$ cat src/rtl/mem_port_arbiter_pkg.sv
// -----------------------------------------------------------------------------
// mem_port_arbiter_pkg
// Shared definitions for the instruction-fetch / data-stage memory arbiter:
// FSM state encoding, default fairness and timeout limits, and the requester
// identifier used to route a completed access back to its owner.
// -----------------------------------------------------------------------------
package mem_port_arbiter_pkg;

    // Default number of back-to-back data grants while a fetch is waiting.
    localparam int DEF_MAX_STREAK = 4;
    // Default number of cycles an access may wait for mem_ack.
    localparam int DEF_TIMEOUT    = 64;

    // FSM state encoding.
    localparam logic [1:0] ST_IDLE     = 2'd0;
    localparam logic [1:0] ST_ISSUE_IF = 2'd1;
    localparam logic [1:0] ST_ISSUE_D  = 2'd2;
    localparam logic [1:0] ST_RESP     = 2'd3;

    // Which requester owns the access currently in flight.
    typedef enum logic {
        SRC_IF = 1'b0,
        SRC_D  = 1'b1
    } src_e;

endpackage

$ cat src/rtl/arb_counters.sv
// -----------------------------------------------------------------------------
// arb_counters
// Fairness streak counter and memory wait (timeout) counter for
// mem_port_arbiter.
//
// Ports
//   clk_i          clock, all state on rising edge
//   reset_i        asynchronous active-high reset
//   d_grant_i      data access granted this cycle
//   if_grant_i     fetch access granted this cycle
//   if_req_i       fetch request level (raw, as seen by the arbiter)
//   wait_en_i      an access is waiting for mem_ack this cycle
//   streak_full_o  streak has reached MAX_STREAK
//   timeout_o      this is the TIMEOUT-th waiting cycle without mem_ack
// -----------------------------------------------------------------------------
module arb_counters
    import mem_port_arbiter_pkg::*;
#(
    parameter int MAX_STREAK = DEF_MAX_STREAK,
    parameter int TIMEOUT    = DEF_TIMEOUT
) (
    input  logic clk_i,
    input  logic reset_i,
    input  logic d_grant_i,
    input  logic if_grant_i,
    input  logic if_req_i,
    input  logic wait_en_i,
    output logic streak_full_o,
    output logic timeout_o
);

    localparam int SW = (MAX_STREAK > 0) ? $clog2(MAX_STREAK + 1) : 1;
    localparam int WW = (TIMEOUT > 1) ? $clog2(TIMEOUT) : 1;

    logic [SW-1:0] streak_q, streak_d;
    logic [WW-1:0] wait_q, wait_d;

    assign streak_full_o = (streak_q == SW'(MAX_STREAK));
    // wait_q counts completed waiting cycles, so the cycle where it equals
    // TIMEOUT-1 is the last one mem_req may stay high.
    assign timeout_o     = wait_en_i && (wait_q == WW'(TIMEOUT - 1));

    always_comb begin
        streak_d = streak_q;
        if (if_grant_i) begin
            streak_d = '0;
        end else if (d_grant_i) begin
            // Only data grants that actually made a fetch wait count.
            if (!if_req_i) begin
                streak_d = '0;
            end else if (!streak_full_o) begin
                streak_d = streak_q + SW'(1);
            end
        end
    end

    always_comb begin
        wait_d = '0;
        if (wait_en_i && !timeout_o) begin
            wait_d = wait_q + WW'(1);
        end
    end

    always_ff @(posedge clk_i or posedge reset_i) begin
        if (reset_i) begin
            streak_q <= '0;
            wait_q   <= '0;
        end else begin
            streak_q <= streak_d;
            wait_q   <= wait_d;
        end
    end

endmodule

$ cat src/rtl/mem_port_arbiter.sv
// -----------------------------------------------------------------------------
// mem_port_arbiter
// Shares one single-outstanding memory port between an instruction-fetch
// requester and a data-stage requester. Data wins by default; after
// MAX_STREAK consecutive data grants with a fetch waiting, the fetch wins.
// Fetches can be flushed; accesses without mem_ack for TIMEOUT cycles
// complete with zero data and a bus_err pulse.
//
// Ports
//   clk, reset                     clock, async active-high reset
//   if_req/if_addr/if_flush        fetch request, address, cancel pulse
//   if_ack/if_rdata                fetch completion pulse and data
//   d_req/d_we/d_addr/d_wdata      data request and operands
//   d_ack/d_rdata                  data completion pulse and data
//   stall_if/stall_d               x_req & ~x_ack
//   mem_req/mem_we/mem_addr/mem_wdata  shared memory port (outputs)
//   mem_ack/mem_rdata              memory completion and read data
//   bus_err                        timed-out access, coincident with x_ack
// -----------------------------------------------------------------------------
module mem_port_arbiter
    import mem_port_arbiter_pkg::*;
#(
    parameter int N          = 32,
    parameter int MAX_STREAK = DEF_MAX_STREAK,
    parameter int TIMEOUT    = DEF_TIMEOUT
) (
    input  logic         clk,
    input  logic         reset,
    input  logic         if_req,
    input  logic [N-1:0] if_addr,
    input  logic         if_flush,
    output logic         if_ack,
    output logic [N-1:0] if_rdata,
    input  logic         d_req,
    input  logic         d_we,
    input  logic [N-1:0] d_addr,
    input  logic [N-1:0] d_wdata,
    output logic         d_ack,
    output logic [N-1:0] d_rdata,
    output logic         stall_if,
    output logic         stall_d,
    output logic         mem_req,
    output logic         mem_we,
    output logic [N-1:0] mem_addr,
    output logic [N-1:0] mem_wdata,
    input  logic         mem_ack,
    input  logic [N-1:0] mem_rdata,
    output logic         bus_err
);

    logic [1:0]   state_q, state_d;
    src_e         owner_q;
    logic         discard_q, discard_d;
    logic         tmo_q, tmo_d;
    logic [N-1:0] addr_q, wdata_q, if_rdata_q, d_rdata_q;
    logic         we_q;

    logic         in_idle, in_issue, in_resp;
    logic         if_valid, grant_if, grant_d;
    logic         streak_full, timeout, acc_done;
    logic [N-1:0] resp_data;

    assign in_idle  = (state_q == ST_IDLE);
    assign in_resp  = (state_q == ST_RESP);
    assign in_issue = (state_q == ST_ISSUE_IF) || (state_q == ST_ISSUE_D);

    // A fetch being flushed in the same cycle is not a candidate.
    assign if_valid = if_req && !if_flush;
    assign grant_if = in_idle && if_valid && (streak_full || !d_req);
    assign grant_d  = in_idle && d_req && !(streak_full && if_valid);

    // mem_ack has priority over a timeout reached in the same cycle.
    assign acc_done  = in_issue && (mem_ack || timeout);
    assign resp_data = (mem_ack && !we_q) ? mem_rdata : '0;

    arb_counters #(
        .MAX_STREAK (MAX_STREAK),
        .TIMEOUT    (TIMEOUT)
    ) u_counters (
        .clk_i         (clk),
        .reset_i       (reset),
        .d_grant_i     (grant_d),
        .if_grant_i    (grant_if),
        .if_req_i      (if_req),
        .wait_en_i     (in_issue),
        .streak_full_o (streak_full),
        .timeout_o     (timeout)
    );

    always_comb begin
        state_d = state_q;
        case (state_q)
            ST_IDLE: begin
                if (grant_d) begin
                    state_d = ST_ISSUE_D;
                end else if (grant_if) begin
                    state_d = ST_ISSUE_IF;
                end
            end
            ST_ISSUE_IF, ST_ISSUE_D: begin
                if (acc_done) begin
                    state_d = ST_RESP;
                end
            end
            default: state_d = ST_IDLE;
        endcase
    end

    always_comb begin
        discard_d = discard_q;
        tmo_d     = tmo_q;
        if (in_resp) begin
            // Leaving RESP is the only way into IDLE.
            discard_d = 1'b0;
            tmo_d     = 1'b0;
        end else begin
            if ((state_q == ST_ISSUE_IF) && if_flush) begin
                discard_d = 1'b1;
            end
            if (in_issue && !mem_ack && timeout) begin
                tmo_d = 1'b1;
            end
        end
    end

    always_ff @(posedge clk or posedge reset) begin
        if (reset) begin
            state_q    <= ST_IDLE;
            owner_q    <= SRC_IF;
            discard_q  <= 1'b0;
            tmo_q      <= 1'b0;
            addr_q     <= '0;
            we_q       <= 1'b0;
            wdata_q    <= '0;
            if_rdata_q <= '0;
            d_rdata_q  <= '0;
        end else begin
            state_q   <= state_d;
            discard_q <= discard_d;
            tmo_q     <= tmo_d;
            if (grant_d) begin
                owner_q <= SRC_D;
                addr_q  <= d_addr;
                we_q    <= d_we;
                wdata_q <= d_wdata;
            end else if (grant_if) begin
                owner_q <= SRC_IF;
                addr_q  <= if_addr;
                we_q    <= 1'b0;
                wdata_q <= '0;
            end
            if (acc_done) begin
                if (owner_q == SRC_D) begin
                    d_rdata_q <= resp_data;
                end else begin
                    if_rdata_q <= resp_data;
                end
            end
        end
    end

    assign mem_req   = in_issue;
    assign mem_we    = in_issue && we_q;
    assign mem_addr  = addr_q;
    assign mem_wdata = wdata_q;

    // A flushed fetch still finishes on the memory side but is never acked.
    assign if_ack   = in_resp && (owner_q == SRC_IF) && !discard_q && !if_flush;
    assign d_ack    = in_resp && (owner_q == SRC_D);
    assign bus_err  = tmo_q && (if_ack || d_ack);
    assign if_rdata = if_rdata_q;
    assign d_rdata  = d_rdata_q;
    assign stall_if = if_req && !if_ack;
    assign stall_d  = d_req && !d_ack;

endmodule

$ cat config.mk
export PLATFORM = sky130hd
export DESIGN_NAME = mem_port_arbiter
export DESIGN_NICKNAME = d
export VERILOG_FILES = /design/src/rtl/mem_port_arbiter_pkg.sv /design/src/rtl/arb_counters.sv /design/src/rtl/mem_port_arbiter.sv
export SDC_FILE = /design/constraint.sdc
export NUM_CORES = 1
export LEC_CHECK = 0
export ABC_AREA = 1
export CAP_MARGIN = 20
export CORE_MARGIN = 4
export CORE_UTILIZATION = 46
export DETAILED_ROUTE_END_ITERATION = 8
export GPL_TIMING_DRIVEN = 0
export MAX_ROUTING_LAYER = met4
export PLACE_DENSITY = 0.95
export SYNTH_ARGS = -nofsm -noshare
export SYNTH_HDL_FRONTEND = slang
export SYNTH_SLANG_ARGS = --single-unit
$ cat constraint.sdc
create_clock -name clk -period 8.1 [get_ports clk]
set_input_delay 2.43 -clock clk [delete_from_list [all_inputs] [get_ports clk]]
set_output_delay 2.43 -clock clk [all_outputs]
set_load 0.02 [all_outputs]
==> reports/summary.txt <==
via count of the first global-routing pass: 6179
CP arrival: 3.88 ns
cell taking the most area after synthesis: dfrtp_1
Via Count: 5918
Worst Path Required: 5.67 ns
Setup Skew: 0.005563 ns
Ys Warns: 0
Total GRT Usage: 0.2675
grt ovf: 0
largest net degree at the start of global routing: 78
Post-Syn Nets: 813
Hold Path Depth: 2
Antenna Nets Post-Route: 0
CP Launch Type: input pin
power density over cell area: 385.2 nW/um^2
# Post-CTS Setup Buffers: 0
Rows: 42
First DRT Iteration DRCs: 358
post_cts resized: 0
layout cells sized above 1: 0.1358
clk buf depth: 2
Distinct cells, synth: 25
endpoints failing hold: 0
Slew HR: 0.5920
port bufs: 269
P_leak: 4.509 nW
number of H-tree levels: 4
CTS tree: yes
setup TNS: 0 ns
most common cell in the netlist: nand2_1
first-pass GRT wire length: 31710 um
final setup vio count: 0
WL per Instance: 17.47 um
R2R depth: 8
number of primary I/O pins: 270
Initial Util: 0.4720
Die H: 124.8 um
Die Wd: 124.8 um
vias per cell: 5.151
EDFF count, synth: 0
Synth top area share: 0.5702
Peak Freq: 158.4 MHz
# DRC: 0
CP Class: in2out
most frequent cells after synthesis: 249 x nand2_1, 143 x dfrtp_1, 103 x nand3_1
Syn-to-layout area delta: 56.64%
initial antenna violation count: 1
Cell Area, Synth: 6276 um^2
root buffer cell: clkbuf_16
# hold bufs at CTS: 0
period utilization: 0.7793
worst hold path type: reg2reg
Setup crit end kind: primary output
nets: 1102
Design Power: 3.787 mW
routability congestion estimate: 0.8705
# clock sinks: 143
VDD IR max: 0.1943 mV
outcome: completed
CP Max Fanout: 3
DRT Pass-1 Iters: 5
Clk pin slew, worst setup/hold paths: 0.06 ns
#FFs+latches synth: 143
synth top area cells: dfrtp_1 57%, nand2_1 15%, nand3_1 8.2%
ys async rst share: 1.000
Core Area: 13300 um^2
TritonCTS buffer count: 17
die footprint: 15580 um^2
Mapped Avg Cell Area: 9.367 um^2
final WL: 20070 um
Slew Limit Fails: 0
RSZ-0062 raised after global routing: false
post-synthesis sequential area ratio: 0.5702
max-cap viol count: 0
cells after synthesis: 670
Worst Tran Pin Value: 0.6120 ns
Min Hold Slack: 0.4793 ns
dominant synthesized flop cell: dfrtp_1
worst skew pair latency: 0.41 ns
DP HPWL: 15390 um
min cycle time layout: 6.313 ns
[final timing paths]
| path | start | end | slack (ns) |
|---|---|---|---|
| setup reg to reg | u_counters.streak_q[0]$_DFFE_PP0P_ | mem_addr[3]$_DFFE_PP0P_ | 6.35 |
| hold reg to reg | if_rdata[9]$_DFFE_PP0P_ | if_rdata[9]$_DFFE_PP0P_ | 0.48 |
| setup / recovery | if_flush | bus_err | 1.79 |
| hold / removal | if_rdata[9]$_DFFE_PP0P_ | if_rdata[9]$_DFFE_PP0P_ | 0.48 |
| max in group asynchronous | reset | mem_addr[29]$_DFFE_PP0P_ | 4.85 |
| min in group asynchronous | reset | if_rdata[16]$_DFFE_PP0P_ | 2.48 |
[critical path, cell delays in order]
cell	delay, ns
clkdlybuf4s50_1	0.50
nor2_1	0.21
nor2_1	0.06
nor2_1	0.08
clkdlybuf4s50_1	0.61
[logic make-up after synthesis]
kind of cell	share of synthesized area
compound gates	0.08812
xor+xnor	0.002792
flops	0.5702
fa+ha+maj	0.01595
buf+inv	0.06200
simple gates	0.2610
[flip-flops by register name (all words and copies together) (netlist names)]
register / flops
owner_q: 1
discard_q: 1
mem_addr: 32
we_q: 1
u_counters.wait_q: 6
u_counters.streak_q: 3
tmo_q: 1
if_rdata: 32
mem_wdata: 32
state_q: 2
d_rdata: 32
[power breakdown]
| part | switching, mW | internal, mW |
|---|---|---|
| combinational | 1.01 | 0.802 |
| clock | 0.303 | 0.495 |
| sequential | 0.175 | 1.00 |
| total | 1.49 | 2.30 |
[layout make-up]
cell class | instances | area [um^2]
antenna | 1 | 2.502
clock buffer | 20 | 446.7
inverter | 25 | 98.84
fill | 901 | 3465
multi-input combinational | 462 | 2308
tap | 176 | 220.2
timing repair buffer | 270 | 2720
clock inverter | 12 | 160.2
buffer | 40 | 295.3
sequential | 143 | 3578
[layout by cell type (no fill, tap or decap), types with 13 or more instances in the layout]
master,n
clkbuf_16,17
o21ai_1,17
nand2_1,249
buf_2,14
clkdlybuf4s50_1,269
nand3_1,103
nor2_1,13
o21ai_2,50
inv_1,20
dfrtp_1,143
[metrics by stage]
step,setup WS (ns),instances,area (um^2),utilization
floorplan,1.832,670,6276,-
global placement,-0.02913,1115,9189,0.6911
detailed placement,1.789,1116,9221,0.6936
CTS,1.788,1148,9828,0.7392
global route,1.696,1149,9831,0.7394
finish,1.787,1149,9831,0.7394
[routing by layer]
metal / wire length [um] / global-route usage / up-vias
met1: 7158 / 0.2838 / 2796
met5: 0 / - / -
met4: 828 / 0.1193 / 0
li1: - / - / 2761
met3: 1703 / 0.07075 / 52
met2: 10380 / 0.4682 / 309
(Power assumes the default switching activity.)
==> patch: new RTL, config.mk and constraints unchanged <==
Change the parameter `N` from 32 to 48.
--- a/src/rtl/mem_port_arbiter.sv
+++ b/src/rtl/mem_port_arbiter.sv
@@ -20,7 +20,7 @@
 module mem_port_arbiter
     import mem_port_arbiter_pkg::*;
 #(
-    parameter int N          = 32,
+    parameter int N          = 48,
     parameter int MAX_STREAK = DEF_MAX_STREAK,
     parameter int TIMEOUT    = DEF_TIMEOUT
 ) (
Ports: changed (8 resized); port bits go from 270 to 398. The function was not compared with the original's and may differ.
==> patch against the unedited design <==
- non-clock buffer count up 150
- sequential cell count up 64
- clock power up 21%
- total power up 38%
- first-iteration DRC count up 58%
- synthesized cell count up 41%
- cell count up 40%
- area after synthesis up 36%
- wire length up 61%
- via count up 48%
- sequential share of layout area up 2.0 points
- setup slack better by 39 ps
- cell area up 37%
==> patch: results (changes against the unedited design) <==
[sta]
slew_headroom = 0.517  ; -0.0748
worst_clock_skew_ps = 20.7  ; +15.1 ps

[min_path]
hold_class = register to register

[grt]
grt_pass1_vias = 8975  ; +45%
grt_pass1_wl_mm = 48.4  ; +53%
antenna_found_initial = 1  ; unchanged
track_usage = 0.308  ; +0.0405
grt_max_degree = 107  ; +37%

[yosys]
synthMuxAreaShare = 0  ; unchanged
synth_cell_types = 22  ; -12%
synth_xor_area_frac = 0.00103  ; -0.00176
postSynthNetCount = 1155  ; +42%
ys_seq_area_frac = 0.609  ; +0.0388
synth_commonest_cells = nand2_1 (364), dfrtp_1 (207), nand3_1 (152)
async_flop_share = 1.00  ; unchanged
synth_ff_type = dfrtp_1
synth_area_leaders = dfrtp_1 (61%), nand2_1 (16%), nand3_1 (8.9%), o21ai_1 (4.7%), buf_6 (1.3%)
synth_compound_area_frac = 0.0652  ; -0.0230
synth_fa_ha_area_frac = 0.0118  ; -0.00418
yosysWarnings = 0  ; unchanged

[route]
vias = 8756  ; +48%
drt_iter0_markers = 565  ; +58%
drt_pass1_iterations = 6  ; +1
routed_wl_mm = 32.3  ; +61%

[cells_and_area]
fin_nets = 1576  ; +43%
drive_gt1_frac = 0.0536  ; -0.0822

[cts]
clockBufferDepth = 3  ; +1
numCtsBuffers = 21  ; +4
cts_resized = 0  ; unchanged
ctsHtreeMaxLevel = 1  ; -3
post_cts_buffers = 0  ; unchanged
clock_latency_ps = 500  ; +90 ps
clock-root-buffer = clkbuf_16

[worst_setup_path]
critPathSlowestCell = clkdlybuf4s50_1
path_delay_family = buffers and inverters
critical-path-max-stage-delay_ps = 600
path_max_fanout = 3  ; unchanged

[power_and_ir_drop]
swShare = 0.406  ; +0.0119
p_leak_uw = 0.00613  ; +36%
ir_drop_mv = 0.231  ; +19%

[run_status]
status = finished clean

[place]
hpwl_mm = 23.9  ; +55%
finalWeightedCongestion = 0.919  ; +5.6%
numPortBuffers = 397  ; +48%

[patch: metrics by stage]
stage                     setup WS [ps]  instance area, µm²  setup TNS, ps  cells
after global placement            -2410               12800        -494850   1574
after global routing               1760               13500              0   1610
final                              1830               13500              0   1610
after detailed placement           1820               12800              0   1575
after floorplan                    17.5                8510              0    948
after CTS                          1820               13500              0   1609
[patch: power groups by stage]
stage / logic (µW) / clock network (µW) / registers, µW
final: 2540 / 969 / 1710
after global routing: 2700 / 1020 / 1740
after CTS: 2550 / 980 / 1700
after detailed placement: 2510 / 0 / 1700
after global placement: 2430 / 0 / 1680
after floorplan: 784 / 0 / 2150
[patch: layout make-up]
class / instances / area [µm²]
fill: 1132 / 4610
tap: 229 / 287
clock buffer: 24 / 567
clock inverter: 10 / 106
sequential: 207 / 5180
inverter: 24 / 97.6
multi-input combinational: 655 / 2900
timing repair buffer: 398 / 4000
antenna: 1 / 2.50
buffer: 62 / 335
[patch: final timing paths]
path / from / endpoint / slack [ps] / depth (start not counted)
setup / recovery: if_flush / bus_err / 1830 / 5
hold / removal: if_rdata[30]$_DFFE_PP0P_ / if_rdata[30]$_DFFE_PP0P_ / 490 / 2
setup reg to reg: state_q[0]$_DFFE_PP0P_ / d_rdata[24]$_DFFE_PP0P_ / 5990 / 7
hold reg to reg: if_rdata[30]$_DFFE_PP0P_ / if_rdata[30]$_DFFE_PP0P_ / 490 / 2
max in group asynchronous: reset / if_rdata[3]$_DFFE_PP0P_ / 4630 / 3
min in group asynchronous: reset / if_rdata[14]$_DFFE_PP0P_ / 2510 / 2
[patch: cells by family (layout without fill, tap and decap cells)]
kind of cell	Yosys count	count (layout)
compound gates	108	108
fa+ha+maj	8	8
buf+inv	86	518
xor+xnor	1	1
flops	207	207
other cells	0	1
simple gates	538	538
[patch: metal layers]
metal | wire length (µm) | track usage | up-vias | part of all wire
met5 | 0 | - | - | 0
met4 | 1940 | 0.156 | 0 | 0.060
met3 | 2850 | 0.0592 | 115 | 0.088
met2 | 16800 | 0.551 | 519 | 0.52
met1 | 10700 | 0.323 | 4195 | 0.33
li1 | - | - | 3927 | -
[patch: tightest hold or removal path: stages (launching register included)]
cell     delay [ps]
dfrtp_1         350
nand2_1          50
o21ai_1          60
